<file path="config.mk">
export PLATFORM = sky130hd
export DESIGN_NAME = collision_scorer_flat
export DESIGN_NICKNAME = d
export VERILOG_FILES = /design/src/rtl/collision_scorer_if.sv /design/src/rtl/collision_scorer.sv /design/src/flat_wrapper.sv
export SDC_FILE = /design/constraint.sdc
export NUM_CORES = 1
export LEC_CHECK = 0
export BUFFER_PORTS_ARGS = -buffer_cell sky130_fd_sc_hd__clkbuf_2
export CAP_MARGIN = 10
export CELL_PAD_IN_SITES_DETAIL_PLACEMENT = 0
export CELL_PAD_IN_SITES_GLOBAL_PLACEMENT = 1
export CORE_MARGIN = 5
export CORE_UTILIZATION = 35
export DETAILED_ROUTE_END_ITERATION = 10
export PLACE_DENSITY = 0.79
export SYNTH_ARGS = -nofsm -noshare
export SYNTH_HDL_FRONTEND = slang
export SYNTH_SLANG_ARGS = --single-unit
</file>
<file path="constraint.sdc">
create_clock -name clk_in -period 5.55 [get_ports clk_in]
set_input_delay 0.555 -clock clk_in [delete_from_list [all_inputs] [get_ports clk_in]]
set_output_delay 0.555 -clock clk_in [all_outputs]
set_load 0.02 [all_outputs]
</file>
<file path="src/rtl/collision_scorer_if.sv">
// Pixel stream, game control and verdict signals shared between the scorer and its driver.
interface collision_scorer_if;
  logic [10:0] hcount_in;
  logic [9:0]  vcount_in;
  logic        data_valid_in;
  logic        is_wall_in;
  logic        is_person_in;
  logic [7:0]  wall_depth_in;
  logic        new_round_in;
  logic        start_in;
  logic        collision_pixel_out;
  logic [15:0] frame_collisions_out;
  logic        result_valid_out;
  logic        round_pass_out;
  logic [7:0]  score_out;
  logic [2:0]  lives_out;
  logic [1:0]  state_out;

  modport slave (
    input  hcount_in, vcount_in, data_valid_in, is_wall_in, is_person_in,
           wall_depth_in, new_round_in, start_in,
    output collision_pixel_out, frame_collisions_out, result_valid_out,
           round_pass_out, score_out, lives_out, state_out
  );

  modport master (
    output hcount_in, vcount_in, data_valid_in, is_wall_in, is_person_in,
           wall_depth_in, new_round_in, start_in,
    input  collision_pixel_out, frame_collisions_out, result_valid_out,
           round_pass_out, score_out, lives_out, state_out
  );
endinterface

</file>
<file path="src/rtl/collision_scorer.sv">
// Counts wall/person overlap pixels per frame inside the depth window and scores rounds.
//
// state     | meaning
// IDLE      | waiting for start after reset
// PLAY      | counting collisions, waiting for end of wall travel
// RESULT    | one-cycle verdict strobe
// GAME_OVER | lives exhausted, final score held until start
module collision_scorer #(
  parameter int SCREEN_WIDTH     = 1280,
  parameter int SCREEN_HEIGHT    = 720,
  parameter int GOAL_DEPTH       = 60,
  parameter int GOAL_DEPTH_DELTA = 10,
  parameter int PIXEL_THRESHOLD  = 256,
  parameter int MAX_LIVES        = 3
) (
  input  logic               clk_in,
  input  logic               rst_in,
  collision_scorer_if.slave  bus
);

  typedef enum logic [1:0] {
    IDLE      = 2'd0,
    PLAY      = 2'd1,
    RESULT    = 2'd2,
    GAME_OVER = 2'd3
  } state_t;

  localparam int DEPTH_LO = GOAL_DEPTH - GOAL_DEPTH_DELTA;
  localparam int DEPTH_HI = GOAL_DEPTH + GOAL_DEPTH_DELTA;

  state_t      state, state_nxt;
  logic [15:0] frame_cnt, frame_cnt_nxt;
  logic        hit_flag;
  int          depth_int;
  logic        window_active, collision, frame_end, frame_hit, round_hit;
  logic        game_start, judge, counting;

  assign depth_int     = int'(bus.wall_depth_in);
  assign window_active = (depth_int >= DEPTH_LO) && (depth_int <= DEPTH_HI);
  assign collision     = (state == PLAY) && bus.data_valid_in && bus.is_wall_in &&
                         bus.is_person_in && window_active;
  assign frame_end     = bus.data_valid_in &&
                         (bus.hcount_in == 11'(SCREEN_WIDTH - 1)) &&
                         (bus.vcount_in == 10'(SCREEN_HEIGHT - 1));
  assign frame_cnt_nxt = (collision && (frame_cnt != 16'hFFFF)) ? frame_cnt + 16'd1 : frame_cnt;
  assign frame_hit     = frame_cnt_nxt >= 16'(PIXEL_THRESHOLD);
  // A frame ending on the same cycle as new_round still counts toward this verdict.
  assign round_hit     = hit_flag || (frame_end && frame_hit);
  assign game_start    = bus.start_in && ((state == IDLE) || (state == GAME_OVER));
  assign judge         = (state == PLAY) && bus.new_round_in;
  assign counting      = (state == PLAY) || (state == RESULT);

  always_ff @(posedge clk_in) begin
    if (rst_in) state <= IDLE;
    else        state <= state_nxt;
  end

  always_comb begin
    state_nxt = state;
    bus.result_valid_out = 1'b0;
    case (state)
      IDLE:      if (bus.start_in) state_nxt = PLAY;
      PLAY:      if (bus.new_round_in) state_nxt = RESULT;
      RESULT: begin
        bus.result_valid_out = 1'b1;
        state_nxt = (bus.lives_out == 3'd0) ? GAME_OVER : PLAY;
      end
      GAME_OVER: if (bus.start_in) state_nxt = PLAY;
      default:   state_nxt = IDLE;
    endcase
  end

  assign bus.state_out = state;

  always_ff @(posedge clk_in) begin
    if (rst_in) begin
      frame_cnt                <= '0;
      hit_flag                 <= 1'b0;
      bus.collision_pixel_out  <= 1'b0;
      bus.frame_collisions_out <= '0;
      bus.round_pass_out       <= 1'b0;
      bus.score_out            <= '0;
      bus.lives_out            <= '0;
    end else begin
      bus.collision_pixel_out <= collision;
      if (game_start) begin
        frame_cnt                <= '0;
        hit_flag                 <= 1'b0;
        bus.frame_collisions_out <= '0;
        bus.score_out            <= '0;
        bus.lives_out            <= 3'(MAX_LIVES);
      end else begin
        // Partial frames keep counting through RESULT; only game start restarts them.
        if (counting) begin
          if (frame_end) begin
            bus.frame_collisions_out <= frame_cnt_nxt;
            frame_cnt                <= '0;
          end else begin
            frame_cnt <= frame_cnt_nxt;
          end
        end
        if (state == RESULT) hit_flag <= 1'b0;
        if (counting && frame_end && frame_hit) hit_flag <= 1'b1;
        if (judge) begin
          bus.round_pass_out <= !round_hit;
          if (!round_hit) begin
            if (bus.score_out != 8'hFF) bus.score_out <= bus.score_out + 8'd1;
          end else if (bus.lives_out != 3'd0) begin
            bus.lives_out <= bus.lives_out - 3'd1;
          end
        end
      end
    end
  end

endmodule

</file>
<file path="src/flat_wrapper.sv">
// flat-port wrapper written by rule: the top's interface ports become plain ports
module collision_scorer_flat 
#(
  parameter int SCREEN_WIDTH     = 1280,
  parameter int SCREEN_HEIGHT    = 720,
  parameter int GOAL_DEPTH       = 60,
  parameter int GOAL_DEPTH_DELTA = 10,
  parameter int PIXEL_THRESHOLD  = 256,
  parameter int MAX_LIVES        = 3
)
  (clk_in, rst_in, bus_hcount_in, bus_vcount_in, bus_data_valid_in, bus_is_wall_in, bus_is_person_in, bus_wall_depth_in, bus_new_round_in, bus_start_in, bus_collision_pixel_out, bus_frame_collisions_out, bus_result_valid_out, bus_round_pass_out, bus_score_out, bus_lives_out, bus_state_out);
  collision_scorer_if bus_i ();
  input  logic clk_in;
  input  logic rst_in;
  input wire logic [$bits(bus_i.hcount_in)-1:0] bus_hcount_in;
  input wire logic [$bits(bus_i.vcount_in)-1:0] bus_vcount_in;
  input wire logic [$bits(bus_i.data_valid_in)-1:0] bus_data_valid_in;
  input wire logic [$bits(bus_i.is_wall_in)-1:0] bus_is_wall_in;
  input wire logic [$bits(bus_i.is_person_in)-1:0] bus_is_person_in;
  input wire logic [$bits(bus_i.wall_depth_in)-1:0] bus_wall_depth_in;
  input wire logic [$bits(bus_i.new_round_in)-1:0] bus_new_round_in;
  input wire logic [$bits(bus_i.start_in)-1:0] bus_start_in;
  output wire logic [$bits(bus_i.collision_pixel_out)-1:0] bus_collision_pixel_out;
  output wire logic [$bits(bus_i.frame_collisions_out)-1:0] bus_frame_collisions_out;
  output wire logic [$bits(bus_i.result_valid_out)-1:0] bus_result_valid_out;
  output wire logic [$bits(bus_i.round_pass_out)-1:0] bus_round_pass_out;
  output wire logic [$bits(bus_i.score_out)-1:0] bus_score_out;
  output wire logic [$bits(bus_i.lives_out)-1:0] bus_lives_out;
  output wire logic [$bits(bus_i.state_out)-1:0] bus_state_out;
  assign bus_i.hcount_in = bus_hcount_in;
  assign bus_i.vcount_in = bus_vcount_in;
  assign bus_i.data_valid_in = bus_data_valid_in;
  assign bus_i.is_wall_in = bus_is_wall_in;
  assign bus_i.is_person_in = bus_is_person_in;
  assign bus_i.wall_depth_in = bus_wall_depth_in;
  assign bus_i.new_round_in = bus_new_round_in;
  assign bus_i.start_in = bus_start_in;
  assign bus_collision_pixel_out = bus_i.collision_pixel_out;
  assign bus_frame_collisions_out = bus_i.frame_collisions_out;
  assign bus_result_valid_out = bus_i.result_valid_out;
  assign bus_round_pass_out = bus_i.round_pass_out;
  assign bus_score_out = bus_i.score_out;
  assign bus_lives_out = bus_i.lives_out;
  assign bus_state_out = bus_i.state_out;
  collision_scorer #(.SCREEN_WIDTH(SCREEN_WIDTH), .SCREEN_HEIGHT(SCREEN_HEIGHT), .GOAL_DEPTH(GOAL_DEPTH), .GOAL_DEPTH_DELTA(GOAL_DEPTH_DELTA), .PIXEL_THRESHOLD(PIXEL_THRESHOLD), .MAX_LIVES(MAX_LIVES)) u_core (.clk_in(clk_in), .rst_in(rst_in), .bus(bus_i));
endmodule
</file>
==> impl_metrics.yaml <==
die:
  die_x_um: 98.40
  core-area_um2: 7687
  start_util: 0.3558
  die_y_um: 98.40
  fp-row-count: 32
  die-area_um2: 9683
  io_pins: 68
clock_tree:
  cts_resized: 0
  cts.root.buffer_cell: "clkbuf_8"
  ctsHoldBuffers: 0
  cts.clk_slew.worst_paths_ns: 0.08
  htree_levels: 2
  cts_tree: "yes"
  clk_latency_ns: 0.30
  clock_path_buffers: 2
  cts_made_buffers: 5
  postCtsSetupBuffers: 0
  numClockSinks: 48
synth:
  synth_cell_type_count: 55
  synth_edf_count: 0
  post_synth.cell_area_avg_um2: 8.116
  synth_ff_type: "dfxtp_1"
  synthArstFlopShare: 0
  ys_seq_area_frac: 0.3513
  synthSimpleGateAreaFrac: 0.3070
  synth_xor_area_frac: 0.05124
  netlist_instances: 337
  ys_warn_count: 0
  synth_mux_area_frac: 0.03019
  synth_compound_area_frac: 0.1793
  synthAdderAreaFrac: 0.02745
  synth_top_family_by_area: "simple AND/OR/NAND/NOR gates"
  synth_area_um2: 2735
  synth_seq_cells: 48
  synthesis.nets: 379
worst_setup_path:
  end_kind: "flip-flop"
  reg2reg_setup_slack_ns: 2.67
  r2r-start: "u_core.frame_cnt[2]$_SDFFE_PP0N_"
  r2r_cells: 8
  cp.arrival_ns: 3.13
  crit_fanout: 30
  cp_cell_sequence: "clkbuf_2 -> nand4bb_1 -> or4_1 -> nor4_2 -> buf_4 -> inv_1 -> nor2_2 -> o21ai_0 -> a21oi_1"
  crit_type: "in2reg"
  r2r-end: "u_core.bus.score_out[3]$_SDFFE_PP0P_"
  slowest_delay_ns: 0.86
  cp-start-kind: "input pin"
  critPathRequiredTime_ns: 5.78
  critPathSlowestCell: "nor2_2"
hold_path:
  min_path_cells: 2
  holdCritStartpoint: "u_core.bus.frame_collisions_out[0]$_SDFFE_PP0P_"
  holdCritPathClass: "reg2reg"
  hold_end: "u_core.bus.frame_collisions_out[0]$_SDFFE_PP0P_"
sta:
  setup_viol: 0
  hold_viol: 0
  final.period_utilization: 0.5231
  rsz0062_at_grt: "false"
  worst-slew-pin-transition_ns: 1.126
  tns_ns: 0
  slew_headroom: 0.2488
  finClkSkew_ns: 0.002706
  drv_slew: 0
  timing.fmax_mhz: 344.4
  fin_crit_ns: 2.903
pwr:
  power_density_nw_per_um2: 279.1
  peakVddDrop_uv: 287.2
  clkPwrFrac: 0.241
  combPwrFrac: 0.344
  p_int_w: 0.0005514
  seqPwrFrac: 0.415
  netSwitchingFraction: 0.3836
  switchingPower_w: 0.0003431
  total_power_w: 0.0008945
  p_leak_nw: 1.212
outcome:
  status: "completed"
drt:
  vias_per_cell: 5.048
  dr.pass1.iters: 4
  wl_um: 6719
  drc: 0
  drtIter0Drc: 110
  vias: 2504
  ant_nets: 0
  wl_per_cell_um: 13.55
place:
  gp_congestion: 0.8348
  dp.final_hpwl_um: 5025
  io_buffers: 67
global_routing:
  grtUsageTotal: 0.1409
  grt_max_degree: 43
  first_global_vias: 2405
  gr-total-overflow: 0
  antenna_found_initial: 0
  grt_pass1_wl_um: 11390
cells_and_area:
  finish.utilization: 0.4168
  areaGrowthSynthToFinish_pct: 17.15
  seq_area_um2: 960.9
  drive_above_1_share: 0.2360
  diodes: 0
  fillers: 832
  layout.nets: 435
  multi_input_area_um2: 1630
job:
  maxCapViolCount: 0
[sequential cells by signal, indices dropped and copies added, names as in the netlist]
signal,cells
u_core.hit_flag,1
u_core.bus.score_out,8
u_core.bus.state_out,2
u_core.frame_cnt,16
u_core.bus.frame_collisions_out,16
u_core.bus.collision_pixel_out,1
u_core.bus.round_pass_out,1
u_core.bus.lives_out,3
[placed cells by master, fill, tap and decap left out, types with 6 or more instances in the layout]
cell type | synthesis | final
nor3_1 | 7 | 7
clkbuf_8 | 0 | 6
dfxtp_1 | 48 | 48
inv_1 | 10 | 10
clkbuf_2 | 0 | 67
ha_1 | 6 | 6
xnor2_1 | 10 | 10
nand3_1 | 13 | 13
a21oi_1 | 27 | 27
or3_1 | 7 | 7
mux2i_1 | 6 | 6
xor2_1 | 6 | 6
and3_1 | 10 | 10
a211oi_1 | 14 | 14
o21ai_0 | 16 | 16
nor2_1 | 50 | 49
nand2_1 | 27 | 27
[per-layer routing]
layer / vias to the layer above / part of all wire / track usage / routed length [µm]
met2: 51 / 0.45 / 0.2257 / 2999
met4: 0 / 0.0077 / 0.03256 / 52
met5: - / 0 / 0 / 0
met3: 5 / 0.050 / 0.02929 / 333
li1: 1309 / - / - / -
met1: 1139 / 0.50 / 0.1947 / 3335
[layout make-up]
class | count | share of cell area
Multi-Input combinational cell | 258 | 0.5088
Clock buffer | 8 | 0.02811
Tap cell | 102 | 0.03983
Timing Repair Buffer | 70 | 0.1117
Inverter | 10 | 0.01171
Sequential cell | 48 | 0.2999
[metrics by stage]
step	cells	setup slack, ns	hold WS (ns)	cell area [µm²]
after floorplan	337	2.801	0.4708	2735
after global placement	488	2.427	0.4682	3114
after detailed placement	488	2.358	0.4846	3114
after CTS	496	2.646	0.4979	3204
after global routing	496	2.424	0.5258	3204
final	496	2.647	0.4991	3204
[synth_stat cells (3+ instances only)]
master,count,area [µm²]
o31ai_1,3,22.52
nand2_1,27,101.4
a211oi_1,14,105.1
inv_1,10,37.54
or4_1,4,30.03
ha_1,6,75.07
dfxtp_1,48,960.9
a21oi_1,27,135.1
and3_1,10,62.56
xnor2_1,10,87.58
o21ai_0,16,80.08
nand2b_1,3,18.77
or3_1,7,43.79
nor3_1,7,35.03
xor2_1,6,52.55
mux2i_1,6,60.06
clkbuf_1,8,30.03
nand3b_1,4,30.03
buf_2,9,45.04
nand4_1,5,31.28
nor2_1,50,187.7
nand3_1,13,65.06
[worst max-delay path by stage]
stage,startpoint,slack (ns),endpoint
global placement,bus_vcount_in[8],2.43,u_core.bus.frame_collisions_out[12]$_SDFFE_PP0P_
CTS,bus_vcount_in[8],2.65,u_core.hit_flag$_SDFFE_PP0P_
global route,bus_vcount_in[8],2.42,u_core.hit_flag$_SDFFE_PP0P_
floorplan,bus_wall_depth_in[4],2.80,u_core.bus.score_out[6]$_SDFFE_PP0P_
finish,bus_vcount_in[8],2.65,u_core.hit_flag$_SDFFE_PP0P_
detailed placement,bus_vcount_in[8],2.36,u_core.bus.frame_collisions_out[8]$_SDFFE_PP0P_
[kinds of logic after synthesis]
logic type | after synthesis
buffers and inverters | 31
muxes | 8
DFF | 48
adders and majority gates | 6
xor gates and xnor gates | 16
AOI/OAI and AO/OA | 75
and+or+nand+nor | 153
[critical path, delay by kind of cell]
kind / cells / cell delay, ns
AO/OA/AOI/OAI: 2 / 0.45
buffers and inverters: 3 / 0.42
AND/OR/NAND/NOR: 4 / 1.70
[power by group through the flow]
stage | combinational [W] | clock [W] | sequential (W)
6_report | 0.000308 | 0.000215 | 0.000371
4_1_cts | 0.000308 | 0.000225 | 0.000372
5_1_grt | 0.000342 | 0.000239 | 0.000374
2_1_floorplan | 0.000200 | 0 | 0.000396
3_5_place_dp | 0.000307 | 0 | 0.000379
3_3_place_gp | 0.000307 | 0 | 0.000379
(Power assumes the default switching activity.)
